$ cat src/rtl/dht11_multi_disp.sv
// Multi-channel DHT11 display controller: latches per-channel readings, scrolls humidity/temperature
// views over a shared seg_led display, and blanks channels that stop reporting. Macro: DHT_AUTO_SCROLL_EN.
module dht11_multi_disp #(
  parameter int CH_NUM        = 2,
  parameter int SCROLL_CYCLES = 150_000_000,
  parameter int STALE_CYCLES  = 250_000_000,
  parameter int CH_W          = (CH_NUM > 1) ? $clog2(CH_NUM) : 1
) (
  input  logic                  sys_clk,
  input  logic                  sys_rst,
  input  logic [32*CH_NUM-1:0]  ch_data,
  input  logic [CH_NUM-1:0]     ch_valid,
  input  logic                  key_flag,
  input  logic                  key_value,
  output logic [19:0]           data,
  output logic [5:0]            point,
  output logic                  en,
  output logic                  sign,
  output logic [CH_W-1:0]       ch_sel,
  output logic                  show_temp,
  output logic                  stale
);

  localparam int                V_W        = CH_W + 1;
  localparam logic [V_W-1:0]    V_LAST     = V_W'(2 * CH_NUM - 1);
  localparam int                ST_W       = $clog2(STALE_CYCLES + 1);
  localparam logic [ST_W-1:0]   STALE_MAX  = ST_W'(STALE_CYCLES);

  logic [31:0]     snap_q [CH_NUM];
  logic [31:0]     snap_d [CH_NUM];
  logic [ST_W-1:0] cnt_q  [CH_NUM];
  logic [ST_W-1:0] cnt_d  [CH_NUM];
  logic [CH_NUM-1:0] seen_q, seen_d;
  logic [CH_NUM-1:0] ch_stale_s;
  logic [V_W-1:0]  v_q, v_d;
  logic            press_s;

  logic [19:0] data_q, data_d;
  logic [5:0]  point_q, point_d;
  logic        en_q, en_d;
  logic        sign_q, sign_d;
  logic        stale_q, stale_d;

  function automatic logic [V_W-1:0] next_view(input logic [V_W-1:0] v);
    if (v == V_LAST) begin
      next_view = {V_W{1'b0}};
    end else begin
      next_view = v + V_W'(1);
    end
  endfunction

  // Decimal digit is clamped to 9 so the result never exceeds 255*10+9.
  function automatic logic [19:0] reading_value(input logic [7:0] int_b, input logic [6:0] dec_b);
    logic [3:0] dig;
    if (dec_b > 7'd9) begin
      dig = 4'd9;
    end else begin
      dig = dec_b[3:0];
    end
    reading_value = ({12'd0, int_b} * 20'd10) + {16'd0, dig};
  endfunction

  assign press_s = key_flag && !key_value;

  // Per-channel snapshot, seen flag and saturating stale counter; a strobe beats saturation.
  always_comb begin
    for (int k = 0; k < CH_NUM; k++) begin
      snap_d[k]     = snap_q[k];
      seen_d[k]     = seen_q[k];
      cnt_d[k]      = cnt_q[k];
      ch_stale_s[k] = 1'b0;
      if (ch_valid[k]) begin
        snap_d[k] = ch_data[32*k +: 32];
        seen_d[k] = 1'b1;
        cnt_d[k]  = {ST_W{1'b0}};
      end else if (cnt_q[k] != STALE_MAX) begin
        cnt_d[k] = cnt_q[k] + ST_W'(1);
      end else begin
        cnt_d[k] = cnt_q[k];
      end
      if (ch_valid[k]) begin
        ch_stale_s[k] = 1'b0;
      end else begin
        ch_stale_s[k] = !seen_q[k] || (cnt_q[k] == STALE_MAX);
      end
    end
  end

  // Channel state registers.
  always_ff @(posedge sys_clk or posedge sys_rst) begin
    if (sys_rst) begin
      for (int k = 0; k < CH_NUM; k++) begin
        snap_q[k] <= 32'd0;
        cnt_q[k]  <= {ST_W{1'b0}};
      end
      seen_q <= {CH_NUM{1'b0}};
    end else begin
      for (int k = 0; k < CH_NUM; k++) begin
        snap_q[k] <= snap_d[k];
        cnt_q[k]  <= cnt_d[k];
      end
      seen_q <= seen_d;
    end
  end

`ifdef DHT_AUTO_SCROLL_EN
  typedef enum logic [0:0] {MODE_AUTO, MODE_MANUAL} mode_t;

  localparam int              SC_W        = (SCROLL_CYCLES > 1) ? $clog2(SCROLL_CYCLES) : 1;
  localparam int              ID_W        = $clog2(4 * SCROLL_CYCLES);
  localparam logic [SC_W-1:0] SCROLL_LAST = SC_W'(SCROLL_CYCLES - 1);
  localparam logic [ID_W-1:0] IDLE_LAST   = ID_W'(4 * SCROLL_CYCLES - 1);

  mode_t           mode_q, mode_d;
  logic [SC_W-1:0] scroll_q, scroll_d;
  logic [ID_W-1:0] idle_q, idle_d;

  // Mode FSM next state; a press in AUTO takes priority over scroll expiry.
  always_comb begin
    mode_d   = mode_q;
    scroll_d = scroll_q;
    idle_d   = idle_q;
    v_d      = v_q;
    case (mode_q)
      MODE_AUTO: begin
        if (press_s) begin
          mode_d   = MODE_MANUAL;
          scroll_d = {SC_W{1'b0}};
          idle_d   = {ID_W{1'b0}};
        end else if (scroll_q == SCROLL_LAST) begin
          v_d      = next_view(v_q);
          scroll_d = {SC_W{1'b0}};
        end else begin
          scroll_d = scroll_q + SC_W'(1);
        end
      end
      MODE_MANUAL: begin
        if (press_s) begin
          v_d    = next_view(v_q);
          idle_d = {ID_W{1'b0}};
        end else if (idle_q == IDLE_LAST) begin
          mode_d   = MODE_AUTO;
          scroll_d = {SC_W{1'b0}};
          idle_d   = {ID_W{1'b0}};
        end else begin
          idle_d = idle_q + ID_W'(1);
        end
      end
      default: begin
        mode_d   = MODE_AUTO;
        scroll_d = {SC_W{1'b0}};
        idle_d   = {ID_W{1'b0}};
      end
    endcase
  end

  // Mode and timer registers.
  always_ff @(posedge sys_clk or posedge sys_rst) begin
    if (sys_rst) begin
      mode_q   <= MODE_AUTO;
      scroll_q <= {SC_W{1'b0}};
      idle_q   <= {ID_W{1'b0}};
    end else begin
      mode_q   <= mode_d;
      scroll_q <= scroll_d;
      idle_q   <= idle_d;
    end
  end
`else
  // Permanently manual: every press steps the view.
  always_comb begin
    v_d = v_q;
    if (press_s) begin
      v_d = next_view(v_q);
    end else begin
      v_d = v_q;
    end
  end
`endif

  // Display bundle built from next-cycle view and snapshot so updates land one edge after the event.
  always_comb begin
    logic [CH_W-1:0] shown_s;
    logic [31:0]     word_s;
    logic [7:0]      int_s;
    logic [7:0]      dec_s;
    logic            temp_s;
    shown_s = v_d[V_W-1:1];
    temp_s  = v_d[0];
    word_s  = snap_d[shown_s];
    if (temp_s) begin
      int_s = word_s[15:8];
      dec_s = word_s[7:0];
    end else begin
      int_s = word_s[31:24];
      dec_s = word_s[23:16];
    end
    data_d  = 20'd0;
    point_d = 6'b000000;
    en_d    = 1'b0;
    sign_d  = 1'b0;
    stale_d = 1'b1;
    if (ch_stale_s[shown_s]) begin
      data_d  = 20'd0;
      point_d = 6'b000000;
      en_d    = 1'b0;
      sign_d  = 1'b0;
      stale_d = 1'b1;
    end else begin
      data_d  = reading_value(int_s, dec_s[6:0]);
      point_d = 6'b000010;
      en_d    = 1'b1;
      sign_d  = temp_s & dec_s[7];
      stale_d = 1'b0;
    end
  end

  // View index and output registers.
  always_ff @(posedge sys_clk or posedge sys_rst) begin
    if (sys_rst) begin
      v_q     <= {V_W{1'b0}};
      data_q  <= 20'd0;
      point_q <= 6'b000000;
      en_q    <= 1'b0;
      sign_q  <= 1'b0;
      stale_q <= 1'b1;
    end else begin
      v_q     <= v_d;
      data_q  <= data_d;
      point_q <= point_d;
      en_q    <= en_d;
      sign_q  <= sign_d;
      stale_q <= stale_d;
    end
  end

  assign data      = data_q;
  assign point     = point_q;
  assign en        = en_q;
  assign sign      = sign_q;
  assign stale     = stale_q;
  assign ch_sel    = v_q[V_W-1:1];
  assign show_temp = v_q[0];

endmodule
$ cat config.mk
export PLATFORM = sky130hd
export DESIGN_NAME = dht11_multi_disp
export DESIGN_NICKNAME = d
export VERILOG_FILES = /design/src/rtl/dht11_multi_disp.sv
export SDC_FILE = /design/constraint.sdc
export NUM_CORES = 1
export LEC_CHECK = 0
export BUFFER_PORTS_ARGS = -buffer_cell sky130_fd_sc_hd__buf_2
export CORE_MARGIN = 4
export CORE_UTILIZATION = 30
export CTS_CLUSTER_SIZE = 14
export DETAILED_ROUTE_END_ITERATION = 7
export GPL_ROUTABILITY_DRIVEN = 0
export SETUP_SLACK_MARGIN = 0.1
export SYNTH_ARGS = -nofsm -noshare
export SYNTH_HDL_FRONTEND = slang
export SYNTH_SLANG_ARGS = --single-unit
$ cat constraint.sdc
create_clock -name sys_clk -period 5.13 [get_ports sys_clk]
set_clock_uncertainty 0.2 [all_clocks]
set_input_delay 0.2565 -clock sys_clk [delete_from_list [all_inputs] [get_ports sys_clk]]
set_output_delay 0.2565 -clock sys_clk [all_outputs]
set_load 0.02 [all_outputs]
==> results of run 1 <==
-- cell usage in the layout (no fill, tap or decap), types with 17 or more instances in the layout --
cell / synthesis / routed
dfrtp_1: 137 / 137
clkbuf_16: 0 / 17
nor2_1: 87 / 87
mux2i_1: 24 / 23
mux2_2: 67 / 67
inv_1: 24 / 23
dlygate4sd3_1: 0 / 63
nand4_1: 17 / 17
xor2_1: 40 / 40
xnor2_1: 21 / 21
nand2_1: 20 / 20
buf_2: 7 / 86
nand3_1: 29 / 29
-- area by class of cell --
class | instances | area share (%)
Clock buffer | 18 | 4.859
Inverter | 27 | 1.177
Sequential cell | 138 | 38.22
Tap cell | 313 | 4.333
Clock inverter | 14 | 2.021
Antenna cell | 1 | 0.02769
Timing Repair Buffer | 164 | 12.98
Multi-Input combinational cell | 455 | 36.38
-- final timing paths --
path,slack [ns],endpoint
setup / recovery,0.50,data[11]
hold / removal,0.17,snap_q[42]
setup reg to reg,0.50,data[11]
hold reg to reg,0.27,seen_q[1]
max in group asynchronous,3.30,stale
min in group asynchronous,0.39,sign
-- timing repair --
item / 4_1_cts / 5_1_grt
endpoints found under the setup margin: 0 / 0
hold buffers: 63 / 0
endpoints found under the hold margin: 168 / 0
resized for setup: 0 / 0
-- kinds of logic after synthesis --
| kind of cell | count (synthesis) | share of synthesized area, % |
|---|---|---|
| adder cells (fa/ha/maj) | 18 | 3.434 |
| multiplexers | 92 | 14.54 |
| AO/OA/AOI/OAI | 45 | 4.382 |
| flip-flops | 138 | 49.38 |
| other | 1 | 0.05361 |
| buffers and inverters | 60 | 4.436 |
| AND/OR/NAND/NOR | 226 | 16.13 |
| XOR/XNOR | 61 | 7.637 |
-- flip-flops by register name, indices dropped and copies added, names as in the netlist, named ones only --
name and count:
stale 1, v_q 2, cnt_q 56, data 13, snap_q 58, seen_q 2
point 1, sign 1
-- per-layer routing --
| layer | up-vias | routed length, µm | global-route usage, % |
|---|---|---|---|
| met5 | - | 0 | 0 |
| met4 | 0 | 159 | 3.606 |
| met3 | 11 | 538 | 3.182 |
| met2 | 90 | 8319 | 22.62 |
| met1 | 2464 | 7842 | 17.85 |
| li1 | 2512 | - | - |
-- through the flow --
stage | util [%] | power, mW | cell area [µm²] | hold WS [ns]
after global routing | 39.68 | 4.668 | 9039 | 0.1655
after detailed placement | 34.17 | 3.029 | 7784 | 0.2523
after global placement | 34.17 | 3.038 | 7784 | 0.2516
after CTS | 39.67 | 4.417 | 9036 | 0.1563
final | 39.68 | 4.377 | 9039 | 0.1729
after floorplan | - | 2.596 | 7041 | 0.1898
-- where the power goes --
part | switching [mW] | leakage [nW] | internal, mW | total, mW
Sequential | 0.0432 | 1.73 | 1.21 | 1.26
Clock | 0.515 | 0.301 | 0.791 | 1.31
Combinational | 1.05 | 1.99 | 0.767 | 1.82
-- worst max-delay path, delay by kind of cell (launching register included) --
family / cells / cell delay [ns]
buffers and inverters: 3 / 0.30
and+or+nand+nor: 8 / 1.76
adders and majority gates: 3 / 0.74
DFF: 1 / 0.43
AOI/OAI and AO/OA: 4 / 1.10
==> results.md, run 1 <==
- Avg Vias per Cell: 4.493
- P_leak: 4.014 nW
- CTS tree: done
- Crit path largest cell delay: 0.66 ns
- FFs w/ async S/R, synth: 100.0%
- Core area: 0.02278 mm²
- Hold Vio Cnt, Final: 0
- Placed cells: 1,034
- Final net count: 891
- Layout cells sized above 1: 26.96%
- Starting density of the core: 30.71%
- Worst path slowest cell: a21oi_2
- Final setup viols: 0
- Main synth FF type: dfrtp_1
- Max_slew headroom: 36.51%
- Largest net degree at the start of global routing: 108
- Commonest cells post-synth: dfrtp_1, nor2_1, mux2_2
- Dpl ws: 0.4729 ns
- Row count: 55
- Syn. warnings: 0
- Post-route insts no fill: 1,130
- GRT Util Overall: 13.58%
- CP max FO: 11
- Most frequent cell after synthesis: dfrtp_1
- Antenna violations before repair: 1
- Mapped Cells: 641
- CP arrival: 4.77 ns
- Power per standard cell area: 484.3 mW/mm²
- Max Cap Viol: 0
- Count of flip-flops with a built-in enable after synthesis: 0
- Ports: 101
- Final ANT Viol Nets: 0
- Synthesized area: 0.006995 mm²
- Port bufs: 86
- Period utilisation layout: 90.25%
- Area grow syn2layout: 29.21%
- Hold Path Class: in -> reg
- Hold depth: 2
- Syn Area/Cell: 10.91 µm²
- Tightest Pin Transition: 0.9524 ns
- CP Capture Type: register
- Clk sink count: 138
- CTS H-Tree Depth: 4
- DRC Markers: 0
- Critical Path, Cell by Cell: ha_1 > nor4b_1 > a21oi_2 > inv_2 > or4_1 > nand3_1 > and3_1 > nor2b_1 > ha_1 > inv_1 > fa_1 > nor2b_1 > o2111ai_1 > nor4_1 > buf_4 > and3b_1 > o21ai_0 > a41oi_1
- CTS Root Cell: clkbuf_16
- Synth area leader: dfrtp_1
- Die Y: 160.7 µm
- Run status: completed
- Min Tclk post-route: 4.630 ns
- Die X: 160.7 µm
- Seq/Total Area, Yosys: 49.38%
- Final total negative setup slack: 0 ns
- Overflow after GRT: 0
- Peak supply drop: 0.5399 mV
- Yosys reg bits: 138
- RSZ-0062 raised after global routing: no
- Longest Clk Path Bufs: 2
- Filler cell count: 2,255
- DP HPWL: 11.68 mm
- CP required: 5.27 ns
- First-pass GRT wire length: 27.82 mm
- Post-CTS setup buffers: 0
- Total wire length: 16.86 mm
- DR iter-0 viols: 277
- Synth top area share: 49.01%
- Clock-pin slew on the worst setup and hold paths: 0.07 ns
- CP Launch Point: v_q[0]
- Crit Path Class: reg -> reg
- Via Count: 5,077
- Reg-to-reg startpoint: v_q[0]
- Average wire per standard cell: 14.92 µm
- Die area: 0.02582 mm²
- Detailed Routing Iterations Pass 1: 5
- Clk_lat worst skew: 0.43 ns
- Fin. max-slew vios: 0
- Final Worst Setup Slack: 0.5003 ns
- Vias in the first global route: 5,254
- Fmax: 216.0 MHz
- Inserted Clock Buffers: 17
- Unique masters post-synth: 53
- Top post-synthesis cells by area: dfrtp_1, mux2_2, xor2_1
- Nature of the critical path startpoint: register
- Hold Startpoint: ch_valid[0]
- Multi-input logic area: 0.003288 mm²
- Reg area: 0.003455 mm²
- R2R depth: 18
(Power assumes the default switching activity.)
==> run 2: changes to the inputs <==
--- a/config.mk
+++ b/config.mk
@@ -7,10 +7,11 @@
 export LEC_CHECK = 0
 export BUFFER_PORTS_ARGS = -buffer_cell sky130_fd_sc_hd__buf_2
 export CORE_MARGIN = 4
-export CORE_UTILIZATION = 30
+export CORE_UTILIZATION = 45
 export CTS_CLUSTER_SIZE = 14
 export DETAILED_ROUTE_END_ITERATION = 7
 export GPL_ROUTABILITY_DRIVEN = 0
+export PLACE_DENSITY = 0.65
 export SETUP_SLACK_MARGIN = 0.1
 export SYNTH_ARGS = -nofsm -noshare
 export SYNTH_HDL_FRONTEND = slang
==> run 2 against run 1 <==
Sequential power hardly changed. Clock power is essentially flat. Sequential cell count unchanged. Via count grew 1.5%. Critical path depth down 2. Wire length shrank 4.7%. Highest routed layer unchanged.
==> results.md, run 2 (synthesized netlist as in run 1, its figures left out) <==
- CTS tree: done
- Hold Startpoint: ch_valid[0]
- Starting density of the core: 46.02% (+15 points)
- Top sig layer: met4
- Clk_lat worst skew: 0.42 ns (about the same)
- R2r endpoint: data[11]
- Met1 WL: 7.087 mm (-9.6%)
- Hold Path Class: in -> reg
- Total wire length: 16.07 mm (-4.7%)
- Final ANT Viol Nets: 0 (unchanged)
- Row count: 45 (-18%)
- Reg2Reg Setup Slack: 0.55 ns (+0.05 ns)
- Detailed Routing Iterations Pass 1: 4 (-1)
- Wire length on met2: 8.233 mm (-1.0%)
- Fin. max-slew vios: 0 (unchanged)
- Hold Vio Cnt, Final: 0 (unchanged)
- Final core utilization: 58.49% (+19 points)
- Reg-to-reg startpoint: v_q[0]
- Core area: 0.01520 mm² (-33%)
- Clock-pin slew on the worst setup and hold paths: 0.06 ns (about the same)
- P_leak: 4.006 nW (-0.18%)
- ANT cells: 0 (-1)
- Die Y: 132.7 µm (-17%)
- CP Capture Type: register
- CTS Root Cell: clkbuf_16
- Power per standard cell area: 493.5 mW/mm² (+1.9%)
- GRT Util Overall: 19.28% (+5.7 points)
- Average wire per standard cell: 16.06 µm (+7.6%)
- Commonest non-fill, non-tap cell in the layout: dfrtp_1
- DR iter-0 viols: 272 (-1.8%)
- Inserted Clock Buffers: 17 (unchanged)
- Avg Vias per Cell: 5.147 (+15%)
- Overflow after GRT: 0 (unchanged)
- Fmax: 218.6 MHz (+1.2%)
- Longest Clk Path Bufs: 2 (unchanged)
- Vias in the first global route: 5,533 (+5.3%)
- CP max FO: 13 (+2)
- Antenna violations before repair: 0 (-1)
- Nature of the critical path startpoint: register
- CP arrival: 4.70 ns (-0.07 ns)
- Period utilisation layout: 89.19% (-1.1 points)
- Design area: 0.008891 mm² (-1.6%)
- Layout cells sized above 1: 26.32% (-0.64 points)
- Multi-input logic area: 0.003288 mm² (unchanged)
- Port bufs: 86 (unchanged)
- Final setup viols: 0 (unchanged)
- Max reg flops: 58 (unchanged)
- RSZ-0062 raised after global routing: no
- DP HPWL: 10.73 mm (-8.1%)
- R2R depth: 16 (-2)
- Reg area: 0.003455 mm² (unchanged)
- Area grow syn2layout: 27.10%
- Filler cell count: 1,242 (-45%)
- Via Count: 5,152 (+1.5%)
- Final total negative setup slack: 0 ns (unchanged)
- Max_slew headroom: 41.79% (+5.3 points)
- Hold depth: 2 (unchanged)
- Min Tclk post-route: 4.575 ns (-0.05446 ns)
- Largest Register: snap_q
- Tightest Pin Transition: 0.8732 ns (-0.07921 ns)
- Post-Place Cell Area: 0.007582 mm² (-2.6%)
- Peak supply drop: 0.4961 mV (-8.1%)
- Final net count: 888 (-0.34%)
- Clk sink count: 138 (unchanged)
- CP required: 5.25 ns (-0.02 ns)
- Die X: 132.7 µm (-17%)
- CP Launch Point: v_q[0]
- Die area: 0.01760 mm² (-32%)
- CTS H-Tree Depth: 4 (unchanged)
- Crit Path Class: reg -> reg
- Max Cap Viol: 0 (unchanged)
- Worst Hold End: snap_q[53]
- First-pass GRT wire length: 27.52 mm (-1.1%)
- Largest net degree at the start of global routing: 100 (-7.4%)
- Most frequent cells in the layout: dfrtp_1, nor2_1, buf_2
- DRC Markers: 0 (unchanged)
- Met3 WL: 572 µm (+6.3%)
- Run status: completed
- Ports: 101 (unchanged)
run 2: worst max-delay path by stage:
stage,slack [ns],endpoint
floorplan,0.73,data[11]
global placement,0.66,data[11]
detailed placement,0.61,data[11]
CTS,0.54,data[11]
global route,0.16,data[11]
finish,0.55,data[11]
run 2: critical path: stages (launching register included):
cell	delay [ns]
dfrtp_1	0.44
ha_1	0.21
nor4b_1	0.50
a21oi_2	0.13
buf_4	0.25
mux2_2	0.30
inv_1	0.06
ha_1	0.19
ha_1	0.21
fa_1	0.41
a211oi_1	0.45
o22ai_1	0.17
nor4_1	0.28
buf_4	0.21
and3b_1	0.16
o21ai_0	0.07
a41oi_1	0.24
run 2: timing repair:
action | CTS | global route
hold buffers | 66 | 0
endpoints found under the hold margin | 159 | 0
endpoints found under the setup margin | 0 | 0
setup buffers | 0 | 0
resized for setup | 0 | 0
run 2: layout make-up:
type                       count  share of cell area (%)
sequential                   138                   38.85
multi-input combinational    455                   36.98
timing repair buffer         161                   13.03
clock buffer                  17                   4.785
tap                          188                   2.646
clock inverter                15                   2.505
inverter                      27                   1.196
run 2: report_power, final:
part	total [mW]	switching, mW	internal [mW]
Clock	1.34	0.478	0.863
Sequential	1.26	0.0429	1.21
Combinational	1.79	1.03	0.758
run 2: metrics by stage:
stage          power (mW)  setup WS (ns)  std cells  hold slack (ns)
2_1_floorplan       2.596         0.7297        653           0.1898
3_3_place_gp        2.964         0.6598        903           0.2514
3_5_place_dp        2.992         0.6059        903           0.2524
4_1_cts             4.407         0.5398       1001         0.004552
5_1_grt             4.676         0.1569       1001          0.01323
6_report            4.388         0.5547       1001          0.02506
run 2: layer usage:
layer,track usage (%),up-vias
li1,-,2512
met1,24.65,2529
met2,32.90,100
met3,4.335,11
met4,5.658,0
met5,0,-
==> run 3: changes to the inputs <==
--- a/config.mk
+++ b/config.mk
@@ -11,6 +11,7 @@
 export CTS_CLUSTER_SIZE = 14
 export DETAILED_ROUTE_END_ITERATION = 7
 export GPL_ROUTABILITY_DRIVEN = 0
+export MAX_ROUTING_LAYER = met4
 export PLACE_DENSITY = 0.65
 export SETUP_SLACK_MARGIN = 0.1
 export SYNTH_ARGS = -nofsm -noshare
==> run 3 against run 2 <==
Cell area is the same. Global-route usage rose by 0.59 points. Non-clock buffer count stayed put. Clock power hardly changed. Via count rose by 0.27%. Combinational power about the same. First-iteration DRC count shrank 6.3%. Critical endpoint unchanged. Maximum frequency decreased by 0.26%.
==> results.md, run 3 (synthesized netlist as in run 1, its figures left out) <==
- Power per standard cell area: 492.9 mW/mm² (-0.13%)
- Hold Path Class: in -> reg
- Die Y: 132.7 µm (unchanged)
- Area grow syn2layout: 27.10% (unchanged)
- Final total negative setup slack: 0 ns (unchanged)
- Clk sink count: 138 (unchanged)
- Critical Path, Cell by Cell: ha_1 > nor4b_1 > a21oi_2 > buf_4 > mux2_2 > inv_1 > ha_1 > ha_1 > fa_1 > a211oi_1 > o22ai_1 > nor4_1 > buf_4 > and3b_1 > o21ai_0 > a41oi_1
- DR iter-0 viols: 255 (-6.3%)
- Port bufs: 86 (unchanged)
- Max Cap Viol: 0 (unchanged)
- Inserted Clock Buffers: 17 (unchanged)
- CTS tree: done
- Most used cell, CP: ha_1
- CP required: 5.25 ns (about the same)
- Largest Register: snap_q
- Max_slew headroom: 41.85% (+0.061 points)
- Final net count: 888 (unchanged)
- Largest net degree at the start of global routing: 100 (unchanged)
- Crit Path Class: reg -> reg
- Layout cells sized above 1: 26.32% (unchanged)
- Ports: 101 (unchanged)
- Clk_lat worst skew: 0.42 ns (about the same)
- P_leak: 4.006 nW (unchanged)
- Fmax: 218.0 MHz (-0.26%)
- Reg-to-reg startpoint: v_q[0]
- Commonest non-fill, non-tap cell in the layout: dfrtp_1
- CP arrival: 4.71 ns (about the same)
- CTS Root Cell: clkbuf_16
- Post-route insts no fill: 1,001 (unchanged)
- Min Tclk post-route: 4.587 ns (+0.01201 ns)
- Detailed Routing Iterations Pass 1: 4 (unchanged)
- GRT Util Overall: 19.87% (+0.59 points)
- Vias in the first global route: 5,538 (+0.090%)
- Row count: 45 (unchanged)
- Longest Clk Path Bufs: 2 (unchanged)
- CP Capture Type: register
- Final hold slack: 0.02684 ns (+0.001781 ns)
- Antenna violations before repair: 0 (unchanged)
- Die X: 132.7 µm (unchanged)
- Hold depth: 2 (unchanged)
- Final setup viols: 0 (unchanged)
- DP HPWL: 10.73 mm (unchanged)
- Avg Vias per Cell: 5.161 (+0.27%)
- Placed cells: 903 (unchanged)
- Peak supply drop: 0.4956 mV (-0.11%)
- Tightest Pin Transition: 0.8723 ns (-0.0009153 ns)
- DRC Markers: 0 (unchanged)
- Filler cell count: 1,242 (unchanged)
- CP Launch Point: v_q[0]
- First-pass GRT wire length: 27.52 mm (about the same)
- Max reg flops: 58 (unchanged)
- Period utilisation layout: 89.42% (+0.23 points)
- Crit path buffers/inverters: 3 (unchanged)
- Hold Vio Cnt, Final: 0 (unchanged)
- Via Count: 5,166 (+0.27%)
- Core area: 0.01520 mm² (unchanged)
- Clock-pin slew on the worst setup and hold paths: 0.06 ns (about the same)
- R2R depth: 16 (unchanged)
- ANT cells: 0 (unchanged)
- Overflow after GRT: 0 (unchanged)
- Crit path largest cell delay: 0.50 ns (about the same)
- Hold Startpoint: ch_valid[0]
- Final Worst Setup Slack: 0.5427 ns (-0.01201 ns)
- Starting density of the core: 46.02% (unchanged)
- Nature of the critical path startpoint: register
- Most frequent cells in the layout: dfrtp_1, nor2_1, buf_2
- Run status: completed
- Fin. max-slew vios: 0 (unchanged)
- Worst path slowest cell: nor4b_1
- RSZ-0062 raised after global routing: no
- Total wire length: 16.04 mm (-0.21%)
- Final ANT Viol Nets: 0 (unchanged)
- Dpl ws: 0.6059 ns (unchanged)
- CP max FO: 13 (unchanged)
- Die area: 0.01760 mm² (unchanged)
- Delay-heaviest family, CP: compound AO/OA/AOI/OAI gates
- Overall power: 4.382 mW (-0.13%)
- Average wire per standard cell: 16.02 µm (-0.21%)
- Crit path depth: 16 (unchanged)
- CTS H-Tree Depth: 4 (unchanged)
## run 3: cell counts in the layout (fill, tap and decap cells not counted)
Identical to the previous run, type by type.
## run 3: per-layer routing
metal,wire (µm),GRT usage (%),vias to the layer above
met5,0,-,-
met4,188,5.658,0
met1,7187,24.77,2556
li1,-,-,2512
met3,454,4.144,13
met2,8208,32.93,85
## run 3: area by class of cell
cell class                      count  area, µm²  share of cell area, %
Multi-Input combinational cell    455       3288                  36.98
Clock inverter                     15      222.7                  2.505
Tap cell                          188      235.2                  2.646
Timing Repair Buffer              161       1159                  13.03
Sequential cell                   138       3455                  38.85
Inverter                           27      106.4                  1.196
Clock buffer                       17      425.4                  4.785
## run 3: repair_timing
action,4_1_cts,5_1_grt
hold buffers,66,0
hold endpoints to repair,159,0
setup buffers,0,0
resized for setup,0,0
## run 3: per-stage QoR
step / util (%) / instance area, µm²
detailed placement: 49.88 / 7582
global placement: 49.88 / 7582
CTS: 58.49 / 8891
global route: 58.49 / 8891
floorplan: - / 7041
finish: 58.49 / 8891
## run 3: path summary, 6_finish.rpt
path	endpoint	slack (ns)
max reg2reg	data[11]	0.54
min in group asynchronous	cnt_q[33]	0.36
max	data[11]	0.54
max in group asynchronous	cnt_q[27]	3.34
min	snap_q[53]	0.03
min reg2reg	seen_q[0]	0.26
## run 3: worst register-to-register path, delay by kind of cell, from the launching register on
family	cells	cell delay (ns)
buffers and inverters	3	0.52
adders and majority gates	4	1.02
muxes	1	0.30
and+or+nand+nor	3	0.93
AOI/OAI and AO/OA	5	1.08
DFF	1	0.45
## run 3: power by group
group / switching (mW) / internal (mW) / total [mW]
clock: 0.476 / 0.863 / 1.34
sequential: 0.0432 / 1.21 / 1.26
combinational: 1.03 / 0.758 / 1.79
